===== src/rtl/mux_scan_pkg.sv =====
// Shared types and elaboration helpers for the mux scan sequencer.
// Optional parity output is controlled by the MUX_SCAN_PARITY_EN macro (see mux_scan_sequencer).
package mux_scan_pkg;

    localparam int N_DEFAULT = 6;

    typedef enum logic [1:0] {
        IDLE = 2'd0,
        SCAN = 2'd1,
        HOLD = 2'd2
    } scan_state_t;

    function automatic bit n_is_legal(input int n);
        return n >= 2;
    endfunction

    // Clamped so an illegal N still elaborates far enough to hit the check in the top.
    function automatic int sel_width(input int n);
        return n_is_legal(n) ? $clog2(n) : 1;
    endfunction

endpackage


===== src/rtl/mux_scan_counter.sv =====
// Select counter: walks 0..N-1, wraps to 0 after the terminal count.
module mux_scan_counter
    import mux_scan_pkg::*;
#(
    parameter  int N    = N_DEFAULT,
    localparam int SELW = sel_width(N)
) (
    input  logic            clk,
    input  logic            rst,
    input  logic            clr,
    input  logic            en,
    output logic [SELW-1:0] cnt,
    output logic            tc
);

    logic [SELW-1:0] cnt_q;
    logic [SELW-1:0] cnt_d;

    assign tc  = (cnt_q == SELW'(N - 1));
    assign cnt = cnt_q;

    always_comb begin
        cnt_d = cnt_q;
        if (clr) begin
            cnt_d = '0;
        end else if (en) begin
            cnt_d = tc ? '0 : cnt_q + SELW'(1);
        end
    end

    always_ff @(posedge clk) begin
        if (rst) begin
            cnt_q <= '0;
        end else begin
            cnt_q <= cnt_d;
        end
    end

endmodule


===== src/rtl/mux_scan_sequencer.sv =====
// Sweeps an N-to-1 mux select, captures one bit per select into a word, offers it on valid/ready.
// Define MUX_SCAN_PARITY_EN to add the registered out_parity output (^out_data).
module mux_scan_sequencer
    import mux_scan_pkg::*;
#(
    parameter  int N    = N_DEFAULT,
    localparam int SELW = sel_width(N)
) (
    input  logic            clk,
    input  logic            rst,
    input  logic            start,
    output logic [SELW-1:0] sel,
    input  logic            y_in,
    output logic            busy,
    output logic [N-1:0]    out_data,
    output logic            out_valid,
`ifdef MUX_SCAN_PARITY_EN
    output logic            out_parity,
`endif
    input  logic            out_ready
);

    if (!n_is_legal(N)) begin : g_n_check
        $error("mux_scan_sequencer: N must be >= 2");
    end

    scan_state_t state_q, state_d;
    logic [N-1:0] out_data_q, out_data_d;
    logic         cnt_clr, cnt_en, cnt_tc;

    mux_scan_counter #(.N(N)) u_counter (
        .clk (clk),
        .rst (rst),
        .clr (cnt_clr),
        .en  (cnt_en),
        .cnt (sel),
        .tc  (cnt_tc)
    );

    always_comb begin
        state_d    = state_q;
        out_data_d = out_data_q;
        cnt_clr    = (state_q != SCAN);
        cnt_en     = 1'b0;
        unique case (state_q)
            IDLE: begin
                if (start) state_d = SCAN;
            end
            SCAN: begin
                cnt_en          = 1'b1;
                out_data_d[sel] = y_in;
                if (cnt_tc) state_d = HOLD;
            end
            HOLD: begin
                // start is only honoured together with the handshake, giving back-to-back scans.
                if (out_ready) state_d = start ? SCAN : IDLE;
            end
            default: state_d = IDLE;
        endcase
    end

    always_ff @(posedge clk) begin
        if (rst) begin
            state_q    <= IDLE;
            out_data_q <= '0;
        end else begin
            state_q    <= state_d;
            out_data_q <= out_data_d;
        end
    end

`ifdef MUX_SCAN_PARITY_EN
    logic out_parity_q, out_parity_d;

    always_comb begin
        out_parity_d = out_parity_q;
        if (state_q == SCAN && cnt_tc) out_parity_d = ^out_data_d;
    end

    always_ff @(posedge clk) begin
        if (rst) begin
            out_parity_q <= 1'b0;
        end else begin
            out_parity_q <= out_parity_d;
        end
    end

    assign out_parity = out_parity_q;
`endif

    assign out_data  = out_data_q;
    assign out_valid = (state_q == HOLD);
    assign busy      = (state_q != IDLE);

endmodule


===== config.mk =====
export PLATFORM = sky130hd
export DESIGN_NAME = mux_scan_sequencer
export DESIGN_NICKNAME = d
export VERILOG_FILES = /design/src/rtl/mux_scan_pkg.sv /design/src/rtl/mux_scan_counter.sv /design/src/rtl/mux_scan_sequencer.sv
export SDC_FILE = /design/constraint.sdc
export NUM_CORES = 1
export LEC_CHECK = 0
export CORE_AREA = 2 2 41 43
export CTS_CLUSTER_SIZE = 12
export DETAILED_ROUTE_END_ITERATION = 7
export DIE_AREA = 0 0 43 45
export GPL_ROUTABILITY_DRIVEN = 0
export PLACE_DENSITY = 0.67
export SKIP_CTS_REPAIR_TIMING = 1
export SLEW_MARGIN = 20
export SYNTH_ARGS = -nofsm -noshare
export SYNTH_HDL_FRONTEND = slang
export SYNTH_HIERARCHICAL = 1
export SYNTH_SLANG_ARGS = --single-unit

===== constraint.sdc =====
create_clock -name clk -period 1 [get_ports clk]
set_input_delay 0.2 -clock clk [delete_from_list [all_inputs] [get_ports clk]]
set_output_delay 0.2 -clock clk [all_outputs]
set_load 0.1 [all_outputs]

======== After elaboration in Yosys (flattened, before gate mapping) ========
Cells that the tools add are included.
storage, ports and cells
  flip-flop bits (word level) ............. 11
  bits of input ports ..................... 5
  logic and storage cells ................. 28
cells by class
  add/sub/neg operators ................... 1
  order comparisons ....................... 2
  equal/unequal tests ..................... 7
  multiplexer cells ....................... 10
  reduce and logical (&&, ||, !) cells .... 5
operators with widths
  operator                                                                       number
  6-bit bitwise mux                                                              1
  2-bit two-way mux                                                              3
  2-bit by 1-bit inequality test with 1-bit output (second input constant)       3
  2-bit case mux with 3 select lines                                             1
  3-bit by 4-bit less-than comparator with 1-bit output (second input constant)  1
  3-bit by 1-bit adder with 3-bit output (second input constant)                 1
  1-bit demux with 3-bit select                                                  1
  3-bit == test (second input constant)                                          1
  3-bit by 1-bit >= comparator with 1-bit output (second input constant)         1
  1-bit two-way mux                                                              3
  3-bit two-way mux                                                              1
  3-bit AND reduction                                                            1
  2-bit by 1-bit == test with 1-bit output (second input constant)               1
  2-bit == test (second input constant)                                          1
  2-bit logical NOT                                                              1
  2-bit inequality test (second input constant)                                  1
  2-bit nonzero test                                                             1
  2-bit OR reduction                                                             1
  1-bit logical AND                                                              1

======== Depth between registers and ports, before layout ========
  depth after elaboration ................. 5
  mapped depth ............................ 5
  gate-level depth less buffers ........... 5

======== Hierarchy ========
Netlist, hierarchy kept.
by module, submodules not included
  module              instances  cells each  area an instance (sq um)
  mux_scan_sequencer  1          42          394.1
  mux_scan_counter    1          14          142.6

======== Least setup slack after synthesis ========
No wires, ideal clock.
  kind .................................... register -> register
  start point ............................. reg u_counter.cnt_q[0] (netlist: u_counter/cnt[0])
  end point ............................... reg state_q[0]
  library setup time ...................... 0.115 ns
  arrival time ............................ 1.557 ns
  data required time ...................... 0.885 ns
  path slack .............................. -0.672 ns
  stages on the path, launching flop included .. 6
  period minus slack after synthesis ...... 1.672 ns
  cell sequence ........................... dfxtp_1 > nand2_1 > nor2_1 > a21oi_1 > a21oi_1 > nor3_1
between the ends
  word-level cells in the longest chain between the ends .. 3
ends and longest elaborated chain
  element                                                     RTL line                  RTL
  from (decl)                                                 mux_scan_counter.sv:16    logic [SELW-1:0] cnt_q;
  from (signal assigned)                                      mux_scan_counter.sv:35    cnt_q <= cnt_d;
  3-bit == test                                               mux_scan_counter.sv:19    assign tc = (cnt_q == SELW'(N - 1));
  named net cnt_tc                                            mux_scan_sequencer.sv:29  logic cnt_clr, cnt_en, cnt_tc;
  2-bit by 1-bit inequality test with 1-bit output (no line)  --
  3-bit AND reduction (no line)                               --
  to (signal assigned)                                        mux_scan_sequencer.sv:67  state_q <= state_d;
  to (decl)                                                   mux_scan_sequencer.sv:27  scan_state_t state_q, state_d;
The timed path passes the listed nets, and every way through them passes these cells.
A chain may end at the register's enable or synchronous reset.

======== Final worst setup path ========
  start point ............................. reg state_q[0]
  end point ............................... out out_valid
between the ends
  word-level cells in the longest chain between the ends .. 1
ends and longest elaborated chain
  element        RTL line                  RTL
  2-bit == test  mux_scan_sequencer.sv:92  assign out_valid = (state_q == HOLD);
  to (decl)      mux_scan_sequencer.sv:16  output logic out_valid,
No other way between the ends.

==> metrics <==
Synth top cells by count=11 x dfxtp_1, 8 x nand2b_1, 6 x mux2i_1, 4 x nor2_1; Post-Layout Cell Count=103; wirelength, routed=approximately 1400 um; critical-path maximum fanout=7; Post-Syn Nets=61; Setup CP Type=flop to primary output; Switching Share=26.5%; via count=531; # DRC=0; initial antenna violation count=0; Power Density=923 nW/um^2; Synth Instances=56; Mapped Avg Cell Area=9.59 um^2; CTS clk-pin slew, worst paths=0.07 ns; Die X=43 um; final setup vio count=12; WHS=roughly 0.50 ns; initial core utilization=36.5%; Comb pwr share=20.9%; MaxCap Viol Count=0; Die ar.=roughly 1900 um^2; most frequent cell after synthesis=dfxtp_1; port bufs=15; outcome=complete, but fails checks; Rel. slew slack=a little over four fifths; sequential fraction of the synthesis area=between 40% and 50%; later-pin clock latency in the skew report=0.26 ns; FFs w/ async S/R, synth=0%; largest net degree at the start of global routing=11; ANT nets after route=0; Internal Power=0.680 mW; EDFF count, synth=0; Final Max Tran Viols=0; worst vdd ir=~0.00075 V; Initial DRT Pass Iterations=4; CORE AREA=1470 um^2; DR WL/cell=13.7 um; layout net count=93; cells along the critical path=and2b_4, buf_12; H-tree lvl count=1; Tmin final=1.25 ns; top post-synthesis cells by area=dfxtp_1 41%, mux2i_1 11%, nand2b_1 9.3%, a21oi_1 2.8%, a21boi_0 2.8%; leakage=0.424 nW; final hold vios=0; Final Skew=between 0.005 and 0.006 ns; CTS tree=built; clk buf depth=2; ANT cells=0; Inst Count DP=90; Hold Path Class=flop to flop; Place WS=-0.184 ns; total CTS buffers=3; Yosys top cell area share=41.0%; Setup crit end kind=primary output; Yosys warning count=6; crit path DAT=1.05 ns; Root Buffer=clkbuf_4; Crit-path slowest cell=dfxtp_4; worst setup margin=-0.250 ns; layout cell share with drive strength beyond 1=55.2%; Synth Cell Area=537 um^2; RSZ-0062 raised after global routing=true; gr usage total=12.4%; worst slew pin tran=approximately 0.23 ns; failing checks=setup timing; I/O pins=16; initial DRC count=5; Detailed Place HPWL=slightly above 800 um; clk sinks=11; Top FF cell, synth=dfxtp_1; kind of cell adding the most delay to the critical path=flip-flops; global-route wire length before repair=about 1800 um; vias in the first global route=460; Sequential Power Share=48.5%; startpoint types=flop; row cnt=14; Net Sw Power=0.245 mW; gr ovfl total=0; Clk pwr share=30.6%; CP Data Required Time=0.80 ns; vias per cell=roughly 5.2; Final period util=125%; Die Height=45 um; Synth area leader=dfxtp_1; Fmax=between 0.7 and 0.8 GHz; Area growth syn-to-layout=86.7%; Layout fillers=around 110; Buf+Inv Stages, Crit Path=1; Yosys cell types=22; max incr delay on CP=0.36 ns; number of synthesized register bits=11
-- power by group through the flow --
stage / sequential (mW) / combinational, mW / clock (mW)
3_5_place_dp: 0.463 / 0.169 / 0
6_report: 0.449 / 0.194 / 0.283
2_1_floorplan: 0.494 / 0.0655 / 0
5_1_grt: 0.450 / 0.202 / 0.321
3_3_place_gp: 0.463 / 0.167 / 0
4_1_cts: 0.453 / 0.169 / 0.297
-- through the flow --
stage          util (%)  instance area, um^2  TNS [ns]  total power [mW]
6_report           68.1                 1000     -1.12             0.926
4_1_cts            61.2                  901     -1.12             0.920
3_5_place_dp       59.4                  875     -1.42             0.632
5_1_grt            68.1                 1000     -1.91             0.972
3_3_place_gp       59.4                  875     -1.15             0.630
2_1_floorplan         -                  572    -0.519             0.559
-- registers in the layout, summed over array words and instances, names as in the netlist --
| signal | flops |
|---|---|
| out_data | 6 |
| u_counter/cnt | 3 |
| state_q | 2 |
-- logic make-up after synthesis --
family                    synth area share [%]
DFF                                       41.0
muxes                                     11.2
AOI/OAI and AO/OA                         8.39
buffers and inverters                     1.40
and+or+nand+nor                           36.4
xor gates and xnor gates                  1.63
-- placed cells by master (no fill, tap or decap), types with 2 or more instances in the layout --
cell type	netlist	layout
nand2_1	3	2
buf_4	0	9
a21oi_1	3	3
dfxtp_2	0	6
inv_1	2	2
buf_12	0	11
nand3b_1	2	2
nor2b_4	1	2
clkdlybuf4s50_1	0	4
buf_6	0	2
o21a_1	2	2
nand2b_1	8	8
clkbuf_4	0	3
a21boi_0	2	2
nor2_2	0	2
mux2i_1	6	6
dfxtp_4	0	5
-- layer usage --
metal / wire (um) / vias to the layer above / global-route usage [%] / part of all wire [%]
met1: 547 / 248 / 14.7 / 39
li1: - / 257 / - / -
met3: 76 / 2 / 2.40 / 5.4
met4: 7 / 0 / 5.45 / 0.50
met2: 776 / 24 / 21.8 / 55
met5: 0 / - / 0 / 0
-- worst reg2reg max path: stages, from the launching register on --
cell and delay (ns):
dfxtp_4 0.37, buf_4 0.12, nor3b_4 0.23, nand3b_1 0.13
mux2i_1 0.14
-- layout make-up --
class,count,area [um^2],share of cell area [%]
clock buffers,4,26.3,2.62
flip-flops and latches,11,246,24.6
well taps,16,20.0,2.00
multi-input cells,43,347,34.6
inverters,2,7.51,0.749
repair buffers,27,355,35.5
-- worst paths after layout --
kind / startpoint / to / slack, ns / cells after the start
min reg2reg: out_data[3] / out_data[3] / 0.50 / 2
min: out_data[3] / out_data[3] / 0.50 / 2
max: state_q[0] / out_valid / -0.25 / 2
max reg2reg: state_q[0] / out_data[4] / -0.11 / 4
No activity file was read; power rests on OpenSTA's default activity.
